### config.mk
export PLATFORM = sky130hd
export DESIGN_NAME = matmul_z_drain
export DESIGN_NICKNAME = d
export VERILOG_FILES = /design/src/rtl/matmul_z_drain.sv
export SDC_FILE = /design/constraint.sdc
export NUM_CORES = 1
export LEC_CHECK = 0
export CORE_MARGIN = 3
export CORE_UTILIZATION = 48
export CTS_BUF_LIST = sky130_fd_sc_hd__clkbuf_8
export CTS_CLUSTER_DIAMETER = 30
export DETAILED_ROUTE_END_ITERATION = 7
export PLACE_DENSITY = 0.79
export SKIP_LAST_GASP = 1
export SLEW_MARGIN = 20
export SYNTH_ARGS = -nofsm -noshare
export SYNTH_HDL_FRONTEND = slang
export SYNTH_SLANG_ARGS = --single-unit
### constraint.sdc
create_clock -name clock -period 1.76 [get_ports clock]
set_input_delay 0.352 -clock clock [delete_from_list [all_inputs] [get_ports clock]]
set_output_delay 0.352 -clock clock [all_outputs]
set_load 0.05 [all_outputs]
### src/rtl/matmul_z_drain.sv
// ---------------------------------------------------------------------------
// matmul_z_drain
//
// Purpose:
//   Downstream stage of matmul_top. Once matmul_top signals that the result
//   memory Z is complete, this block reads all MATRIX_SIZE words of Z in
//   address order and streams them out on a valid/ready interface, tagging
//   the final word with m_last. A 2-entry output buffer absorbs the 1-cycle
//   memory read latency and any downstream backpressure, so no word is lost
//   or duplicated.
//
// Ports:
//   clock       in   single clock, all logic on the rising edge
//   reset       in   synchronous, active-high reset
//   done        in   level from matmul_top, high when Z is complete
//   z_rd_addr   out  Z read address; data returns on z_dout one cycle later
//   z_dout      in   Z read data
//   m_data      out  stream data (head of the output buffer)
//   m_valid     out  stream valid (output buffer not empty)
//   m_ready     in   stream ready; a beat transfers on m_valid && m_ready
//   m_last      out  high with the final beat (index MATRIX_SIZE-1)
//   busy        out  high while a drain is in progress
//   drain_done  out  one-cycle pulse after the last beat transfers
// ---------------------------------------------------------------------------
module matmul_z_drain #(
    parameter int DATA_WIDTH  = 32,
    parameter int ADDR_WIDTH  = 10,
    parameter int MATRIX_SIZE = 64
) (
    input  logic                  clock,
    input  logic                  reset,
    input  logic                  done,
    output logic [ADDR_WIDTH-1:0] z_rd_addr,
    input  logic [DATA_WIDTH-1:0] z_dout,
    output logic [DATA_WIDTH-1:0] m_data,
    output logic                  m_valid,
    input  logic                  m_ready,
    output logic                  m_last,
    output logic                  busy,
    output logic                  drain_done
);

    // Counters carry one extra bit so they can hold MATRIX_SIZE itself even
    // when MATRIX_SIZE equals 2**ADDR_WIDTH.
    localparam int CW = ADDR_WIDTH + 1;
    localparam logic [CW-1:0] SIZE_C     = CW'(MATRIX_SIZE);
    localparam logic [CW-1:0] LAST_IDX_C = CW'(MATRIX_SIZE - 1);
    localparam logic [CW-1:0] ONE_C      = CW'(1);

    localparam logic [1:0] IDLE  = 2'd0;
    localparam logic [1:0] DRAIN = 2'd1;
    localparam logic [1:0] HOLD  = 2'd2;

    logic [1:0]            state_q,     state_d;
    logic [CW-1:0]         rdCnt_q,     rdCnt_d;
    logic [CW-1:0]         beatCnt_q,   beatCnt_d;
    logic                  inFlight_q,  inFlight_d;
    logic [1:0]            count_q,     count_d;
    logic                  wrPtr_q,     wrPtr_d;
    logic                  rdPtr_q,     rdPtr_d;
    logic [DATA_WIDTH-1:0] buf0_q,      buf0_d;
    logic [DATA_WIDTH-1:0] buf1_q,      buf1_d;
    logic                  drainDone_q, drainDone_d;

    logic pop;
    logic push;
    logic credit;
    logic issue;
    logic lastXfer;

    // Output view of the buffer and FSM. m_data is forced to zero while the
    // buffer is empty so idle and reset states present a clean bus.
    always_comb begin
        m_valid    = (count_q != 2'd0);
        m_data     = '0;
        if (m_valid) begin
            m_data = rdPtr_q ? buf1_q : buf0_q;
        end
        m_last     = m_valid && (beatCnt_q == LAST_IDX_C);
        busy       = (state_q == DRAIN);
        drain_done = drainDone_q;
        z_rd_addr  = rdCnt_q[ADDR_WIDTH-1:0];
    end

    // Credit check: words already buffered plus the word returning from
    // memory, minus the word leaving this cycle, must leave room for one
    // more. This is what keeps the 2-entry buffer from ever overflowing.
    always_comb begin
        pop      = m_valid && m_ready;
        push     = inFlight_q;
        credit   = ({1'b0, count_q} + {2'b00, inFlight_q}) < (3'd2 + {2'b00, pop});
        issue    = (state_q == DRAIN) && (rdCnt_q < SIZE_C) && credit;
        lastXfer = pop && m_last;
    end

    // Drain sequencing. Counters are cleared on the final transfer so that
    // z_rd_addr rests at zero outside a drain and the next drain starts
    // from address 0. HOLD waits for done to drop so a level-held done
    // cannot retrigger.
    always_comb begin
        state_d     = state_q;
        rdCnt_d     = rdCnt_q;
        beatCnt_d   = beatCnt_q;
        inFlight_d  = issue;
        drainDone_d = 1'b0;

        case (state_q)
            IDLE: begin
                if (done) begin
                    state_d = DRAIN;
                end
            end
            DRAIN: begin
                if (issue) begin
                    rdCnt_d = rdCnt_q + ONE_C;
                end
                if (lastXfer) begin
                    state_d     = HOLD;
                    rdCnt_d     = '0;
                    beatCnt_d   = '0;
                    drainDone_d = 1'b1;
                end else if (pop) begin
                    beatCnt_d = beatCnt_q + ONE_C;
                end
            end
            HOLD: begin
                if (!done) begin
                    state_d = IDLE;
                end
            end
            default: begin
                state_d = IDLE;
            end
        endcase
    end

    // Two-entry FIFO with separate write and read pointers; a push and a
    // pop in the same cycle leave the occupancy unchanged.
    always_comb begin
        buf0_d  = buf0_q;
        buf1_d  = buf1_q;
        wrPtr_d = wrPtr_q;
        rdPtr_d = rdPtr_q;
        count_d = count_q + {1'b0, push} - {1'b0, pop};

        if (push) begin
            if (wrPtr_q) begin
                buf1_d = z_dout;
            end else begin
                buf0_d = z_dout;
            end
            wrPtr_d = ~wrPtr_q;
        end
        if (pop) begin
            rdPtr_d = ~rdPtr_q;
        end
    end

    // State registers; reset discards any buffered or in-flight words.
    always_ff @(posedge clock) begin
        if (reset) begin
            state_q     <= IDLE;
            rdCnt_q     <= '0;
            beatCnt_q   <= '0;
            inFlight_q  <= 1'b0;
            count_q     <= 2'd0;
            wrPtr_q     <= 1'b0;
            rdPtr_q     <= 1'b0;
            buf0_q      <= '0;
            buf1_q      <= '0;
            drainDone_q <= 1'b0;
        end else begin
            state_q     <= state_d;
            rdCnt_q     <= rdCnt_d;
            beatCnt_q   <= beatCnt_d;
            inFlight_q  <= inFlight_d;
            count_q     <= count_d;
            wrPtr_q     <= wrPtr_d;
            rdPtr_q     <= rdPtr_d;
            buf0_q      <= buf0_d;
            buf1_q      <= buf1_d;
            drainDone_q <= drainDone_d;
        end
    end

endmodule

# Word level (Yosys, flattened, before mapping)
# Index checks and enable logic that the tools add are counted.
# classes
add_sub_neg,6
order_cmp,2
eq_ne,6
muxes,11
n_bitwise,3
n_reduce_logical,15
# ops
cell,count
$mux 32,2
$mux 11,4
$add 11x1->11 const B,2
$eq 11x6->1 const B,1
$lt 11x7->1 const B,1
$reduce_and 2->1,4
$mux 2,3
$pmux 2 s3,1
$reduce_bool 2->1,3
$logic_and 1x1->1,5
$ne 2x2->1 const B,2
$add 2x1->3,1
$add 2x1->3 const A,1
$lt 3x3->1,1
$not 1->1,3
$reduce_and 3->1,1
$add 2x1->2,1
$eq 2x1->1 const B,1
$eq 2x2->1 const B,1
$logic_not 2->1,1
$ne 2x1->1 const B,1
$reduce_or 2->1,1
$sub 2x1->2,1
$mux 1,1
# word_totals
ff_bits,94
in_bits,36
out_inout_bits,46
wordCells,53

# Logic depth before layout (Yosys ltp)
# Gate-level depths: netlist of the first run.
# logic_depth
ltp_word,7
mapped_depth,8
mapped_depth_nobuf,8

# Least setup slack after synthesis of the first run
# Ideal clock, no wire load.
# synth_path
kind,reg-to-output
start,register rdPtr_q
end,output port m_data[10]
arrival_time_ps,1561
required_time_ps,1408
setup_slack_ps,-153
path_stages_with_launch,5
n_path_buf,2
cell_sequence,dfxtp_1 -> clkbuf_1 -> buf_2 -> mux2i_1 -> nor2_1
# synth_between
elab_chain_len,2
# synth_lines
item,line,text
"start, declared",60,"logic rdPtr_q, rdPtr_d;"
"start signal, assigned",179,rdPtr_q <= rdPtr_d;
$mux 32,77,m_data = rdPtr_q ? buf1_q : buf0_q;
$mux 32,76,if (m_valid) begin
"end, declared",35,"output logic [DATA_WIDTH-1:0] m_data,"
# Every way passes these cells.

# Worst setup path in the final report of the first run
# layout_path
start,register beatCnt_q[10]
end,output port m_last
# layout_between
elab_chain_len,2
# layout_lines
item,line,text
"start, declared",56,"logic [CW-1:0] beatCnt_q, beatCnt_d;"
"start signal, assigned",175,beatCnt_q <= beatCnt_d;
$eq 11x6->1,79,m_last = m_valid && (beatCnt_q == LAST_IDX_C);
$logic_and 1x1->1,79,
"end, declared",38,"output logic m_last,"
# Every way passes these cells.

==> key figures, run 1 <==
Job
  – Max Cap Viol: 0

Global route
  – Vias in the first global route: 4,129
  – Largest net degree at the start of global routing: 62
  – Total GRT Usage: 0.269
  – Grt ovf: 0
  – First-pass GRT wire length: 20.7 mm
  – Initial antenna violation count: 0

Route
  – Post-DR vias/cell: 5.81
  – Post-route ant nets: 0
  – # DRC: 0
  – DR WL/cell: 20.1 um
  – Initial drt markers: 303
  – DR vias: 4,100
  – DR pass1 iterations: 6
  – Final wirelength: 14.2 mm

Synthesis
  – Top cells by area, synth: dfxtp_1 (46%), nand2_1 (13%), a21oi_1 (8.6%)
  – Count leader, synth: nand2_1
  – Commonest register cell after synthesis: dfxtp_1
  – Synthesized area per cell: 8.08 sq um
  – Synth Cell Area: 0.00406 sq mm
  – Flops & latches, synth: 94
  – Sequential-to-total area share from yosys stat: 0.464
  – Synth area leader: dfxtp_1
  – Mapped Cells: 502
  – Post-synth top cells: nand2_1 (136), dfxtp_1 (94), a21oi_1 (70)
  – Syn. warnings: 0
  – Yosys cell types: 40
  – Top cell type's share of synthesized area: 0.464
  – Post-synthesis async set-or-reset flop share: 0
  – Syn nets: 544
  – EDFF count, synth: 0

Die
  – Row count: 32
  – Die area: 0.00959 sq mm
  – IO Pins: 82
  – Core Area: 0.00797 sq mm
  – Die Wd: 97.9 um
  – Die height: 97.9 um
  – Initial Utilization: 0.509

Status
  – Failing checks: setup timing
  – Outcome: complete, but fails checks

Critical path
  – CP Class: flop to output pin
  – Slowest cell on the critical path: or4_4
  – CP Launch Type: flop
  – Crit. End Element: output pin
  – Reg2reg setup slack: -280 ps
  – Critical path data required time: 1410 ps
  – Crit-path max FO: 2
  – Largest stage delay, worst path: 570 ps
  – Cell chain of the critical path: or4_4 -> nor3_4 -> nand2_2 -> clkinvlp_4 -> buf_12
  – Worst EP arrival: 1780 ps

Final layout
  – Final instance area: 0.00667 sq mm
  – Finished Layout Cells: 706
  – Layout cell share with drive strength beyond 1: 0.354
  – Diodes inserted: 0
  – Fin nets: 643
  – P&R area growth vs syn: 64.5%

STA
  – Worst Skew: 11.8 ps
  – Final setup vio count: 47
  – Final hold violations: 0
  – Tmin final: 2140 ps
  – Period utilisation layout: 1.21
  – Worst setup margin: -376 ps
  – Unrepaired setup endpoints after global routing: true
  – Final Slew Violations: 0
  – Worst-Margin Slew: 426 ps
  – Worst rel slew slack: 0.716
  – FMAX: 468 MHz

Clock tree
  – Clock latency on the worst-skew pair: 370 ps
  – Max Root-Sink Buffers: 2
  – H-Tree Depth: 3
  – CTS Hold Buffers Added: 0
  – Sink Count: 94
  – Reg clk slew, reported paths: 90 ps
  – TritonCTS Buffers: 9
  – Clk root buf: clkbuf_8
  – CTS tree: done

Power and ir drop
  – Power per Cell Area: 1020 mW/mm^2
  – VDD IR max: 882 uV
  – Total power: 0.00681 W
  – Lkg Pwr: 2.24 nW

Place
  – Placed cells: 674
  – RePlAce Congestion: 0.833
  – Placed Area: 0.00547 sq mm
  – Post-DP HPWL: 6.98 mm
  – IO buf count: 81

Hold path
  – Worst Hold Class: input pin to flop
[metal layers]
layer,routed length [um],vias to the layer above,global-route usage
met2,7490,222,0.481
met5,0,-,0
met1,5020,1975,0.306
li1,-,1832,-
met3,983,71,0.0693
met4,699,0,0.102
[state kept, by name, summed over array words and instances (netlist names)]
name / count
beatCnt_q: 11
buf0_q: 32
buf1_q: 32
count_q: 2
drain_done: 1
inFlight_q: 1
rdCnt_q: 11
rdPtr_q: 1
state_q: 2
wrPtr_q: 1
[layout by cell type, fill, tap and decap left out, drive strengths merged, types with 7 or more instances in the layout]
cell type        n
nand3           10
dfxtp           94
buf             96
mux2i           33
a21oi           70
and2             7
nor2            53
nand2          137
clkbuf           9
clkdlybuf4s50   34
xor2            14
[path summary, 6_finish.rpt]
check | from | endpoint | cells past startpoint
setup reg to reg | count_q[0] | rdCnt_q[2] | 8
hold reg to reg | state_q[1] | state_q[0] | 1
setup / recovery | beatCnt_q[10] | m_last | 5
hold / removal | reset | buf0_q[29] | 2
[where the power goes]
group / switching [W] / internal (W) / leakage (nW) / total, W
combinational: 0.00146 / 0.00140 / 1.38 / 0.00286
clock: 0.000769 / 0.000789 / 0.0978 / 0.00156
sequential: 0.000145 / 0.00225 / 0.763 / 0.00239
[cell families (layout without fill, tap and decap cells)]
| kind of cell | count (synthesis) | count (layout) | share of synthesized area |
|---|---|---|---|
| AND/OR/NAND/NOR | 228 | 228 | 0.246 |
| XOR/XNOR | 17 | 17 | 0.0367 |
| multiplexers | 33 | 33 | 0.0814 |
| flip-flops | 94 | 94 | 0.464 |
| adder cells (fa/ha/maj) | 6 | 6 | 0.0185 |
| buffers and inverters | 48 | 150 | 0.0564 |
| AO/OA/AOI/OAI | 76 | 76 | 0.0972 |
[metrics by stage]
stage / worst slack [ps] / hold slack [ps] / TNS, ps / util
after floorplan: -64.0 / 427 / -127 / -
after global placement: -178 / 430 / -2160 / 0.686
after detailed placement: -231 / 446 / -3040 / 0.686
after CTS: -332 / 392 / -3300 / 0.809
after global routing: -433 / 413 / -7740 / 0.837
final: -376 / 416 / -5000 / 0.837
[worst max-delay path, delay by kind of cell (launching register included)]
family | cells | cell delay (ps)
DFF | 1 | 340
buffers and inverters | 2 | 230
and+or+nand+nor | 3 | 830
[repair_timing]
action	in CTS	in global routing
endpoints found under the setup margin	43	57
pin swaps	10	34
endpoints found under the hold margin	0	0
gates cloned	6	0
resized for setup	91	58
buffers inserted	14	2
[final cells by class]
cell class,count,area (sq um)
clock buffers,9,124
multi-input cells,360,2700
inverters,6,28.8
fillers,377,1300
clock inverters,5,83.8
flip-flops and latches,94,1890
well taps,102,128
repair buffers,130,1710
Note: power is estimated with default switching activity, not from simulation.
==> run 2, diff against run 1 <==
ABC_AREA = 1   (was unset)
CELL_PAD_IN_SITES_DETAIL_PLACEMENT = 0   (was unset)
CELL_PAD_IN_SITES_GLOBAL_PLACEMENT = 1   (was unset)
CORE_UTILIZATION = 34   (was 48)
==> run 2 against run 1 <==
The run still ends with setup timing left. Synthesized cell count grew 22%. Total power grew 4.4%. Sequential power is essentially flat. Critical path depth is the same. First-iteration DRC count shrank 27%. Clock-buffer cell count grew 3.
==> key figures, run 2 <==
Critical path
  – Critical path data required time: 1410 ps (about the same)
  – Worst EP arrival: 1440 ps (-340 ps)
  – Crit. End Element: output pin
  – Crit-path max FO: 5 (+3)
  – CP Class: flop to output pin
  – Slowest cell on the critical path: dfxtp_4
  – Cell chain of the critical path: clkinv_8 -> clkbuf_16 -> nand2_1 -> a21oi_2 -> buf_6
  – CP Launch Type: flop
  – Largest stage delay, worst path: 410 ps (-160 ps)

Clock tree
  – Reg clk slew, reported paths: 90 ps (about the same)
  – Max Root-Sink Buffers: 2 (unchanged)
  – CTS Hold Buffers Added: 0 (unchanged)
  – H-Tree Depth: 3 (unchanged)
  – CTS tree: done
  – Sink Count: 94 (unchanged)
  – Clock latency on the worst-skew pair: 360 ps (about the same)
  – TritonCTS Buffers: 9 (unchanged)
  – Clk root buf: clkbuf_8

Power and ir drop
  – Reg power frac: 0.340 (-0.011)
  – VDD IR max: 549 uV (-38%)
  – Total power: 0.00710 W (+4.4%)
  – Sw frac: 0.363 (+0.0149)
  – Lkg Pwr: 2.49 nW (+11%)
  – Clk pwr share: 0.234 (+0.005)
  – Power per Cell Area: 1120 mW/mm^2 (+10%)
  – Internal power: 0.00452 W (+2.0%)
  – Combinational share of power: 0.426 (+0.006)
  – NetSw: 0.00258 W (+8.8%)

Route
  – DR WL/cell: 14.7 um (-27%)
  – Post-route ant nets: 0 (unchanged)
  – DR vias: 4,249 (+3.6%)
  – Final wirelength: 13.0 mm (-8.4%)
  – DR pass1 iterations: 4 (-2)
  – # DRC: 0 (unchanged)
  – Post-DR vias/cell: 4.80 (-17%)
  – Initial drt markers: 220 (-27%)

Synthesis
  – Largest family of logic cells by synthesized area: simple AND/OR/NAND/NOR gates
  – Top cells by area, synth: dfxtp_1 (45%), nor2_1 (14%), nand2_1 (9.9%)
  – Flops & latches, synth: 94 (unchanged)
  – Post-Synth Adder-Cell Area: 0.0179 (-0.000629)
  – XOR/XNOR Fraction of Synth Area: 0.00417 (-0.0325)
  – EDFF count, synth: 0 (unchanged)
  – Syn nets: 653 (+20%)
  – Simple-gate share of the synthesized area: 0.310 (+0.0641)
  – Post-synthesis async set-or-reset flop share: 0 (unchanged)
  – Mapped Cells: 611 (+22%)
  – Syn. warnings: 0 (unchanged)
  – Mux share of post-synthesis cell area: 0 (-0.0814)
  – Synth Cell Area: 0.00420 sq mm (+3.5%)
  – Synthesized area per cell: 6.87 sq um (-15%)
  – Top cell type's share of synthesized area: 0.448 (-0.0158)
  – Yosys cell types: 28 (-30%)
  – Compound-Gate Fraction of Synth Area: 0.142 (+0.0447)
  – Post-synth top cells: nor2_1 (159), nand2_1 (111), dfxtp_1 (94)
  – Sequential-to-total area share from yosys stat: 0.448 (-0.0158)
  – Synth area leader: dfxtp_1
  – Count leader, synth: nor2_1
  – Commonest register cell after synthesis: dfxtp_1

STA
  – Tmin final: 1790 ps (-342 ps)
  – Final hold violations: 0 (unchanged)
  – Final Slew Violations: 0 (unchanged)
  – Worst Skew: 4.78 ps (-6.98 ps)
  – Final setup vio count: 12 (-74%)
  – Worst rel slew slack: 0.643 (-0.0724)
  – Unrepaired setup endpoints after global routing: true
  – FMAX: 557 MHz (+19%)
  – Worst-Margin Slew: 535 ps (+109 ps)
  – Setup TNS: -99.4 ps (+4900 ps)
  – Worst setup margin: -34.8 ps (+342 ps)
  – Period utilisation layout: 1.02 (-0.194)
  – WHS: 482 ps (+66.5 ps)

Die
  – Die height: 117 um (+20%)
  – Core Area: 0.0118 sq mm (+48%)
  – Die area: 0.0137 sq mm (+43%)
  – IO Pins: 82 (unchanged)
  – Initial Utilization: 0.357 (-0.152)
  – Row count: 39 (+22%)
  – Die Wd: 117 um (+20%)

Final layout
  – Regs by FF count: buf0_q: 32 flops, buf1_q: 32 flops
  – Area of the multi-input gates: 0.00237 sq mm (-12%)
  – Most frequent cells in the layout: nor2_1 (156), nand2_1 (94), dfxtp_1 (86)
  – P&R area growth vs syn: 50.4%
  – Fin nets: 758 (+18%)
  – Layout cell share with drive strength beyond 1: 0.286 (-0.0686)
  – # fillers: 1,145 (+200%)
  – Diodes inserted: 0 (unchanged)
  – Most common cell after layout, fill and taps aside: nor2_1
  – Final instance area: 0.00631 sq mm (-5.4%)
  – Reg area: 0.00190 sq mm (+0.66%)

Place
  – Placed Area: 0.00531 sq mm (-2.9%)
  – Pre-CTS setup slack: -188 ps (+42.8 ps)
  – Post-DP HPWL: 7.46 mm (+6.8%)
  – RePlAce Congestion: 0.784 (-6.0%)
  – IO buf count: 81 (unchanged)

Global route
  – Initial antenna violation count: 0 (unchanged)
  – Total GRT Usage: 0.191 (-0.0776)
  – First-pass GRT wire length: 20.5 mm (-0.93%)
  – Largest net degree at the start of global routing: 65 (+4.8%)
  – Grt ovf: 0 (unchanged)
  – Vias in the first global route: 4,050 (-1.9%)

Status
  – Failing checks: setup timing
  – Outcome: complete, but fails checks

Hold path
  – Worst Hold Class: flop to flop

Job
  – Max Cap Viol: 0 (unchanged)
-- run 2: metal layers --
| layer | track usage | part of all wire |
|---|---|---|
| met3 | 0.0560 | 0.059 |
| met1 | 0.248 | 0.45 |
| met5 | 0 | 0 |
| met4 | 0.0413 | 0.0073 |
| met2 | 0.317 | 0.49 |
-- run 2: final timing paths --
| kind | start | to | slack, ps | cells after the start |
|---|---|---|---|---|
| worst max register to register | beatCnt_q[1] | beatCnt_q[6] | 60 | 11 |
| worst min register to register | rdCnt_q[10] | rdCnt_q[10] | 480 | 1 |
| worst min-delay path | rdCnt_q[10] | rdCnt_q[10] | 480 | 1 |
| worst max-delay path | rdPtr_q | m_data[29] | -30 | 5 |
-- run 2: repair_timing --
item / 4_1_cts / 5_1_grt
setup buffers: 14 / 2
pin swaps: 11 / 26
cloned: 6 / 3
endpoints found under the setup margin: 33 / 49
gates resized for setup: 56 / 62
-- run 2: cells by family after synthesis --
family,after synthesis
buffers and inverters,75
and+or+nand+nor,316
adders and majority gates,6
xor gates and xnor gates,2
DFF,94
AOI/OAI and AO/OA,118
-- run 2: power by group through the flow --
| stage | clock (W) | combinational [W] | sequential, W |
|---|---|---|---|
| after floorplan | 0 | 0.00119 | 0.00240 |
| after global placement | 0 | 0.00187 | 0.00243 |
| after detailed placement | 0 | 0.00188 | 0.00243 |
| after CTS | 0.00171 | 0.00272 | 0.00239 |
| after global routing | 0.00181 | 0.00320 | 0.00244 |
| final | 0.00166 | 0.00303 | 0.00241 |
-- run 2: per-stage QoR --
step,std cells,util
floorplan,611,-
global route,885,0.537
CTS,880,0.509
detailed placement,844,0.451
finish,885,0.537
global placement,844,0.451
-- run 2: cell type report --
type | count | area share
inverter | 33 | 0.0216
multi-input combinational | 443 | 0.375
clock inverter | 4 | 0.0109
clock buffer | 12 | 0.0262
timing repair buffer | 135 | 0.232
sequential | 94 | 0.302
tap | 164 | 0.0325
-- run 2: critical path: cells and delay by family, from the launching register on --
kind / cells / cell delay, ps
buffers and inverters: 3 / 440
flip-flops: 1 / 410
AO/OA/AOI/OAI: 1 / 160
AND/OR/NAND/NOR: 1 / 70
